<file path="config.mk">
export PLATFORM = sky130hd
export DESIGN_NAME = emif_csr_responder_flat
export DESIGN_NICKNAME = d
export VERILOG_FILES = /design/src/rtl/emif_csr_if.sv /design/src/rtl/emif_csr_responder.sv /design/src/flat_wrapper.sv
export SDC_FILE = /design/constraint.sdc
export NUM_CORES = 1
export LEC_CHECK = 0
export BUFFER_PORTS_ARGS = -buffer_cell sky130_fd_sc_hd__buf_4
export CORE_ASPECT_RATIO = 1.2
export CORE_MARGIN = 4
export CORE_UTILIZATION = 36
export CTS_CLUSTER_DIAMETER = 100
export CTS_CLUSTER_SIZE = 28
export DETAILED_ROUTE_END_ITERATION = 16
export GPL_TIMING_DRIVEN = 0
export PLACE_DENSITY = 0.66
export SLEW_MARGIN = 5
export SYNTH_ARGS = -nofsm -noshare
export SYNTH_HDL_FRONTEND = slang
export SYNTH_SLANG_ARGS = --single-unit
</file>
<file path="constraint.sdc">
create_clock -name clk -period 1.2 [get_ports clk]
set_input_delay 0.24 -clock clk [delete_from_list [all_inputs] [get_ports clk]]
set_output_delay 0.24 -clock clk [all_outputs]
set_load 0.02 [all_outputs]
</file>
<file path="src/rtl/emif_csr_if.sv">
// emif_csr_if: host CSR bus between the CSR fabric master and the EMIF feature responder
interface emif_csr_if #(parameter int ADDR_W = 8);
  logic              csr_read;
  logic              csr_write;
  logic [ADDR_W-1:0] csr_addr;
  logic [63:0]       csr_wdata;
  logic [7:0]        csr_wstrb;
  logic              csr_waitrequest;
  logic [63:0]       csr_rdata;
  logic              csr_rvalid;
  modport master (output csr_read, csr_write, csr_addr, csr_wdata, csr_wstrb,
                  input  csr_waitrequest, csr_rdata, csr_rvalid);
  modport slave  (input  csr_read, csr_write, csr_addr, csr_wdata, csr_wstrb,
                  output csr_waitrequest, csr_rdata, csr_rvalid);
endinterface

</file>
<file path="src/rtl/emif_csr_responder.sv">
// emif_csr_responder: EMIF feature CSR slave serving DFH, STATUS, CAPABILITY and SCRATCH.
// Define EMIF_CSR_CAL_TIMEOUT_EN to add the calibration timeout counter behind STATUS[16].
module emif_csr_responder #(
  parameter int                    NUM_MEM_CH         = 4,
  parameter logic [NUM_MEM_CH-1:0] CH_PRESENT         = 4'hF,
  parameter int                    ADDR_W             = 8,
  parameter logic [3:0]            DFH_FEAT_TYPE      = 4'h3,
  parameter logic [3:0]            DFH_MAJOR          = 4'h1,
  parameter logic [3:0]            DFH_MINOR          = 4'h0,
  parameter logic                  DFH_EOL            = 1'b0,
  parameter logic [23:0]           DFH_NEXT_OFFSET    = 24'h00B000,
  parameter logic [11:0]           DFH_FEAT_ID        = 12'h009,
  parameter logic [31:0]           CAL_TIMEOUT_CYCLES = 32'd1000000
) (
  input  logic                  clk,
  input  logic                  rst_n,
  emif_csr_if.slave             csr,
  input  logic [NUM_MEM_CH-1:0] cal_success,
  input  logic [NUM_MEM_CH-1:0] cal_fail
);
  localparam int IW = ADDR_W - 3;
  localparam logic [63:0] DFH = {DFH_FEAT_TYPE, 8'h0, DFH_MINOR, 7'h0, DFH_EOL,
                                 DFH_NEXT_OFFSET, DFH_MAJOR, DFH_FEAT_ID};
  typedef enum logic [1:0] {INIT, IDLE, RESP} state_t;
  state_t                r_state, w_next;
  logic                  w_rd, w_wr, w_st_wr, w_sc_wr, w_to, w_unused;
  logic [IW-1:0]         w_idx;
  logic [63:0]           w_bmask, w_wd, w_status, w_rmux, r_rdata, r_scratch;
  logic [NUM_MEM_CH-1:0] r_succ_s1, r_succ_s2, r_fail_s1, r_fail_s2, r_fail_sticky;
  // INIT holds off the first cycle after reset release
  always_comb begin
    w_next              = r_state;
    csr.csr_waitrequest = 1'b1;
    csr.csr_rvalid      = 1'b0;
    w_rd                = 1'b0;
    w_wr                = 1'b0;
    if (r_state == INIT) begin
      w_next = IDLE;
    end else if (r_state == RESP) begin
      w_next         = IDLE;
      csr.csr_rvalid = 1'b1;
    end else begin
      csr.csr_waitrequest = 1'b0;
      w_wr                = csr.csr_write;
      w_rd                = csr.csr_read & ~csr.csr_write;
      w_next              = w_rd ? RESP : IDLE;
    end
  end
  always_ff @(posedge clk or negedge rst_n)
    if (!rst_n) r_state <= INIT;
    else        r_state <= w_next;
  always_comb begin
    w_idx = csr.csr_addr[ADDR_W-1:3];
    for (int b = 0; b < 8; b++) w_bmask[b*8+:8] = {8{csr.csr_wstrb[b]}};
    w_wd     = csr.csr_wdata & w_bmask;
    w_st_wr  = w_wr && w_idx == IW'(1);
    w_sc_wr  = w_wr && w_idx == IW'(3);
    w_status = 64'(r_succ_s2) | (64'(r_fail_sticky) << 8) | (64'(w_to) << 16);
    w_rmux   = w_idx == IW'(0) ? DFH :
               w_idx == IW'(1) ? w_status :
               w_idx == IW'(2) ? 64'(CH_PRESENT) :
               w_idx == IW'(3) ? r_scratch : 64'h0;
  end
  assign csr.csr_rdata = r_rdata;
  // Hardware set of the sticky fail bits takes priority over a same-cycle W1C
  always_ff @(posedge clk or negedge rst_n)
    if (!rst_n) begin
      r_succ_s1     <= '0;
      r_succ_s2     <= '0;
      r_fail_s1     <= '0;
      r_fail_s2     <= '0;
      r_fail_sticky <= '0;
      r_scratch     <= '0;
      r_rdata       <= '0;
    end else begin
      r_succ_s1     <= cal_success;
      r_succ_s2     <= r_succ_s1;
      r_fail_s1     <= cal_fail;
      r_fail_s2     <= r_fail_s1;
      r_fail_sticky <= (r_fail_sticky & ~(w_st_wr ? w_wd[8+:NUM_MEM_CH] : '0)) | r_fail_s2;
      if (w_sc_wr) r_scratch <= (r_scratch & ~w_bmask) | w_wd;
      if (w_rd)    r_rdata   <= w_rmux;
    end
`ifdef EMIF_CSR_CAL_TIMEOUT_EN
  logic [31:0] r_to_cnt;
  logic        r_to, w_to_clr, w_pend;
  assign w_to_clr = w_st_wr & w_wd[16];
  assign w_pend   = (|(CH_PRESENT & ~r_succ_s2)) & ~(|r_fail_sticky);
  assign w_to     = r_to;
  // Counter saturates at the limit; the flag is raised on the step that reaches it
  always_ff @(posedge clk or negedge rst_n)
    if (!rst_n) begin
      r_to_cnt <= '0;
      r_to     <= 1'b0;
    end else begin
      r_to <= (r_to & ~w_to_clr) | (w_pend && r_to_cnt == CAL_TIMEOUT_CYCLES - 32'd1);
      if (w_to_clr)                                     r_to_cnt <= '0;
      else if (w_pend && r_to_cnt != CAL_TIMEOUT_CYCLES) r_to_cnt <= r_to_cnt + 32'd1;
    end
`else
  assign w_to = 1'b0;
`endif
  assign w_unused = ^{csr.csr_addr[2:0], CAL_TIMEOUT_CYCLES};
endmodule

</file>
<file path="src/flat_wrapper.sv">
// flat-port wrapper written by rule: the top's interface ports become plain ports
module emif_csr_responder_flat 
#(
  parameter int                    NUM_MEM_CH         = 4,
  parameter logic [NUM_MEM_CH-1:0] CH_PRESENT         = 4'hF,
  parameter int                    ADDR_W             = 8,
  parameter logic [3:0]            DFH_FEAT_TYPE      = 4'h3,
  parameter logic [3:0]            DFH_MAJOR          = 4'h1,
  parameter logic [3:0]            DFH_MINOR          = 4'h0,
  parameter logic                  DFH_EOL            = 1'b0,
  parameter logic [23:0]           DFH_NEXT_OFFSET    = 24'h00B000,
  parameter logic [11:0]           DFH_FEAT_ID        = 12'h009,
  parameter logic [31:0]           CAL_TIMEOUT_CYCLES = 32'd1000000
)
  (clk, rst_n, cal_success, cal_fail, csr_csr_read, csr_csr_write, csr_csr_addr, csr_csr_wdata, csr_csr_wstrb, csr_csr_waitrequest, csr_csr_rdata, csr_csr_rvalid);
  emif_csr_if #(.ADDR_W(ADDR_W)) csr_i ();
  input  logic clk;
  input  logic rst_n;
  input  logic [NUM_MEM_CH-1:0] cal_success;
  input  logic [NUM_MEM_CH-1:0] cal_fail;
  input wire logic [$bits(csr_i.csr_read)-1:0] csr_csr_read;
  input wire logic [$bits(csr_i.csr_write)-1:0] csr_csr_write;
  input wire logic [$bits(csr_i.csr_addr)-1:0] csr_csr_addr;
  input wire logic [$bits(csr_i.csr_wdata)-1:0] csr_csr_wdata;
  input wire logic [$bits(csr_i.csr_wstrb)-1:0] csr_csr_wstrb;
  output wire logic [$bits(csr_i.csr_waitrequest)-1:0] csr_csr_waitrequest;
  output wire logic [$bits(csr_i.csr_rdata)-1:0] csr_csr_rdata;
  output wire logic [$bits(csr_i.csr_rvalid)-1:0] csr_csr_rvalid;
  assign csr_i.csr_read = csr_csr_read;
  assign csr_i.csr_write = csr_csr_write;
  assign csr_i.csr_addr = csr_csr_addr;
  assign csr_i.csr_wdata = csr_csr_wdata;
  assign csr_i.csr_wstrb = csr_csr_wstrb;
  assign csr_csr_waitrequest = csr_i.csr_waitrequest;
  assign csr_csr_rdata = csr_i.csr_rdata;
  assign csr_csr_rvalid = csr_i.csr_rvalid;
  emif_csr_responder #(.NUM_MEM_CH(NUM_MEM_CH), .CH_PRESENT(CH_PRESENT), .ADDR_W(ADDR_W), .DFH_FEAT_TYPE(DFH_FEAT_TYPE), .DFH_MAJOR(DFH_MAJOR), .DFH_MINOR(DFH_MINOR), .DFH_EOL(DFH_EOL), .DFH_NEXT_OFFSET(DFH_NEXT_OFFSET), .DFH_FEAT_ID(DFH_FEAT_ID), .CAL_TIMEOUT_CYCLES(CAL_TIMEOUT_CYCLES)) u_core (.clk(clk), .rst_n(rst_n), .csr(csr_i), .cal_success(cal_success), .cal_fail(cal_fail));
endmodule
</file>
# Word-level counts from Yosys, hierarchy flattened
# Index checks and enable logic that the tools add are counted.
# word_totals
regBits	150
inputBits	92
out_inout_bits	66
word_cells	41
# classes
eq_ne	4
muxes	15
bitwise_logic	10
reduce_logical	4
# op_table
cell	n
$mux W64	4
$and A64 B64 Y64	2
$not A64 Y64	1
$or A64 B64 Y64	1
$or A4 B12 Y12	1
$eq A5 B2 Y1 const B	2
$mux W1	7
$mux W2	3
$eq A5 B1 Y1 const B	1
$logic_not A5 Y1	1
$and A4 B4 Y4	1
$mux W4	1
$not A4 Y4	1
$or A4 B4 Y4	1
$eq A2 B2 Y1 const B	1
$logic_and A1 B1 Y1	2
$logic_not A2 Y1	1
$and A1 B1 Y1	1
$not A1 Y1	1

# Depth between registers and ports, before layout
# logic_depth
word_depth	8
depth_mapped	7
depth_no_buf	4

# Worst setup path before layout
# OpenSTA, ideal clock, no wires.
# synth_timing
kind	register -> register
from	reg u_core.r_state[0]
to	reg u_core.r_rdata[12] (netlist: u_core.csr.csr_rdata[12])
setup_time_ps	83
arrival_ps	1224
required_ps	1117
slack_ps	-107
stages_incl_launch_ff	8
n_path_buf	3
period_less_slack_ps	1307
path_cell_list	dfrtp_1 > and3b_1 > buf_2 > inv_1 > buf_2 > buf_2 > nand2_1 > o21ai_0
# synth_between
elab_chain_len	3
elab_cells_between_ends	4
classes_between	eq/ne: 1; mux: 2; reduce/logical: 1
# synth_rtl
item	line_no	source
start, declared	emif_csr_responder.sv:25	state_t r_state, w_next;
start signal, assigned	emif_csr_responder.sv:51	else r_state <= w_next;
$eq A2 B2 Y1	emif_csr_responder.sv:39	end else if (r_state == RESP) begin
$mux W1	emif_csr_responder.sv:39	
$mux W1 (*)	emif_csr_responder.sv:37	if (r_state == INIT) begin
end signal, assigned	emif_csr_responder.sv:82	if (w_rd) r_rdata <= w_rmux;
end, declared	emif_csr_responder.sv:28	logic [63:0] w_bmask, w_wd, w_status, w_rmux, r_rdata, r_scratch;
# Mark *: on every way between the ends. The rest lies on a longest branch, timed or not.
# A chain may end at the register's enable or synchronous reset.

# Worst setup path in the final report
# layout_timing
from	reg u_core.r_state[0]
to	out csr_csr_rvalid
# layout_between
elab_chain_len	3
elab_cells_between_ends	4
classes_between	eq/ne: 1; mux: 2; reduce/logical: 1
# layout_rtl
item	line_no	source
$eq A2 B2 Y1	emif_csr_responder.sv:39	
$mux W1	emif_csr_responder.sv:39	
$mux W1 (*)	emif_csr_responder.sv:37	
end, declared	flat_wrapper.sv:28	output wire logic [$bits(csr_i.csr_rvalid)-1:0] csr_csr_rvalid;
# Marks and branches as above.

==> flow_summary.toml <==
[grt]
number_of_global_route_vias_before_repair = 4626
grt_most_used_layer = "met2"
grt_use_total_pct = 16.35
met2_usage_pct = 27.98
grt_first_pass_wirelength_um = 22930
global_route.usage.met1_pct = 19.56
grt_max_degree = 78
number_of_antenna_violations_at_the_first_check_in_global_routing = 0
gr-total-overflow = 0
use_met3_pct = 4.082

[place]
gp_routability_congestion = 0.7605
port-buffer-count = 153
hpwl_um = 10200
place_ws_ns = -0.5383
instance_count_after_placement_with_tap_cells_included = 829

[power]
vdd_drop_max_v = 0.0007617
leakage_uw = 0.004457
power_switching_share_pct = 22.67
clock_power_share_pct = 45.7
intPower_uw = 9714
power.density_cell_area_nw_per_um2 = 1363
relative_contribution_of_combinational_cells_to_total_power_pct = 10.1
p_sw_uw = 2848
post-layout-total-power_uw = 12560
power_frac_seq_pct = 44.2

[cts]
tritoncts.num_buffers = 17
cts_tree = "built"
clk_latency_ns = 0.41
number_of_sinks_on_the_clock_net = 150
cts.hold.buffers_added = 10
cts_root_buffer = "clkbuf_16"
cts-root-to-sink-buffers = 2
clk_transition_reported_paths_ns = 0.06
ctsHtreeMaxLevel = 4

[detailed_routing]
routed_wirelength_um = 15590
drt-pass1-iter-count = 4
post-route-drc-count = 0
detail_route.iter0.violations = 128
vias_per_cell = 4.747
final_antenna_net_count = 0
dr_total_vias = 4434
post_drt_wl_per_cell_um = 16.69

[logic_synthesis]
ys_seq_elements = 150
share_of_the_synthesized_area_in_compound_gates_ao_oa_aoi_oai_pct = 6.721
synth_cell_type_count = 26
number_of_synthesized_flops_with_an_enable_pin = 0
netlist_instances = 467
synth_area_in_simple_gates_pct = 11.91
synth-main-ff-cell = "dfrtp_1"
ys.warnings.count = 0
synthArstFlopShare_pct = 100.0
synth_top_family_by_area = "multiplexers"
post-synth-top-area-cell = "dfrtp_1"
syn-cell-area_um2 = 5808
synth_seq_area_share_pct = 64.63
ys_top_cells_by_area = "dfrtp_1 65%, mux2_2 11%, nand2_1 7.6%"
postSynthNetCount = 559
yosysTopAreaCellShare_pct = 64.63
synth_fa_ha_area_share_pct = 0
synth.mux.area_fraction_pct = 14.02
postSynthAreaPerCell_um2 = 12.44
synthXorXnorAreaFrac_pct = 0

[timing]
fmax_mhz = 680.8
hold_ws_ns = -0.1780
final_setup_margin_ns = -0.2688
finalWorstPathRequiredPeriod_ns = 1.469
report.final.hold_viol_count = 73
tns_ns = -23.88
setup_viol = 140
min_period_over_period_pct = 122.4
worst-slew-pin-transition_ns = 0.6910
clock-skew-final_ns = 0.004106
grt_setup_unrepaired = "true"
timing.slew.headroom_pct = 53.93
final_report_max_slew_violation_count = 0

[critical_path]
worst-path-max-fanout = 4
crit_path_end_kind = "output port"
worstSetupStartpointType = "flop"
critPathRequiredTime_ns = 0.96
worst-endpoint-arrival_ns = 1.23
timing_worst_setup_path_type = "flop to output port"

[floorplanning]
die_w_um = 124.0
placement_rows = 50
vertical_extent_of_the_die_um = 147.1
die_area_um2 = 18240
core_box_area_um2 = 15700
boundaryPins = 158
initial_core_util_pct = 36.99

[run]
max_cap_violations = 0

[cells_and_area]
num-nets-final = 805
finalNonFillerCells = 934
layout-drive-gt1-share_pct = 55.65
final_core_util_pct = 58.68
areaGrowthSynthToFinish_pct = 58.64
antenna-diode-count = 0

[status]
violations = "hold timing, setup timing"
outcome = "finished with violations"

[worst_hold_path]
hold_class = "primary input to asynchronous set/reset pin"
==> kinds of logic (layout without fill, tap and decap cells) <==
kind of cell           count (synthesis)  after routing
buffers and inverters                 29            287
AO/OA/AOI/OAI                         76             76
multiplexers                          70             70
flip-flops                           150            150
AND/OR/NAND/NOR                      142            143
==> worst paths after layout <==
| path | start | endpoint | slack (ns) | cells after the start |
|---|---|---|---|---|
| setup / recovery | u_core.r_state[0] | csr_csr_rvalid | -0.27 | 3 |
| hold / removal | rst_n | asynchronous set/reset pin | -0.18 | 1 |
| setup reg to reg | u_core.r_state[0] | flop | -0.26 | 4 |
| hold reg to reg | u_core.r_fail_s1[0] | u_core.r_fail_s2[0] | 0.35 | 0 |
| max in group asynchronous | rst_n | asynchronous set/reset pin | 0.58 | 2 |
| min in group clk | csr_csr_wdata[11] | u_core.r_fail_sticky[3] | 0.03 | 2 |
==> cells in the mapped netlist, drive strengths merged (2+ instances only) <==
master	number
dfrtp	150
a21oi	8
and2	3
buf	12
nand2	117
o31ai	2
clkbuf	11
a31oi	4
nor2	7
mux2i	6
mux2	64
inv	6
o21ai	62
nand3	9
==> repair_timing <==
action / CTS / global route
gates resized for setup: 74 / 171
setup buffers: 21 / 37
hold endpoints to repair: 83 / 73
pin swaps: 3 / 21
endpoints found under the setup margin: 195 / 199
cloned: 0 / 8
==> through the flow <==
step	hold slack, ns	area, um2
floorplan	-0.05559	5853
global placement	0.3323	7262
detailed placement	0.3007	7293
CTS	-0.1511	8471
global route	-0.1364	9214
finish	-0.1780	9214
==> placed cells by master (no fill, tap or decap), types with 6 or more instances in the layout <==
master / n
clkbuf_16: 23
o21ai_2: 14
a21oi_1: 8
buf_6: 77
nand2_1: 82
buf_4: 136
nand3_4: 8
dfrtp_1: 150
nor2_1: 7
buf_8: 10
o21ai_1: 47
nand2_2: 29
mux2_2: 54
clkbuf_2: 6
mux2i_1: 6
mux2_4: 10
dlygate4sd3_1: 10
==> worst max-delay path, cell delays in order (launching register included) <==
cell and delay, ns:
dfrtp_1 0.42, buf_4 0.16, nor2b_4 0.11, buf_6 0.12
==> area by class of cell <==
cell class	instances	area [um2]
repair buffers	228	2155
fillers	1274	6489
clock buffers	19	452.9
well taps	208	260.3
inverters	6	30.03
clock inverters	13	193.9
multi-input cells	289	2132
plain buffers	21	236.5
flip-flops and latches	150	3754
==> power groups by stage <==
stage	combinational, uW	sequential (uW)	clock (uW)
floorplan	457	5610	0
CTS	1090	5540	5850
finish	1270	5550	5740
global route	1380	5580	6100
global placement	958	5600	0
detailed placement	1010	5620	0
==> per-layer routing <==
layer | part of all wire (%) | vias up
met2 | 52 | 142
met1 | 40 | 2190
met3 | 5.5 | 25
li1 | - | 2077
met5 | 0 | -
met4 | 2.1 | 0
(Power assumes the default switching activity.)
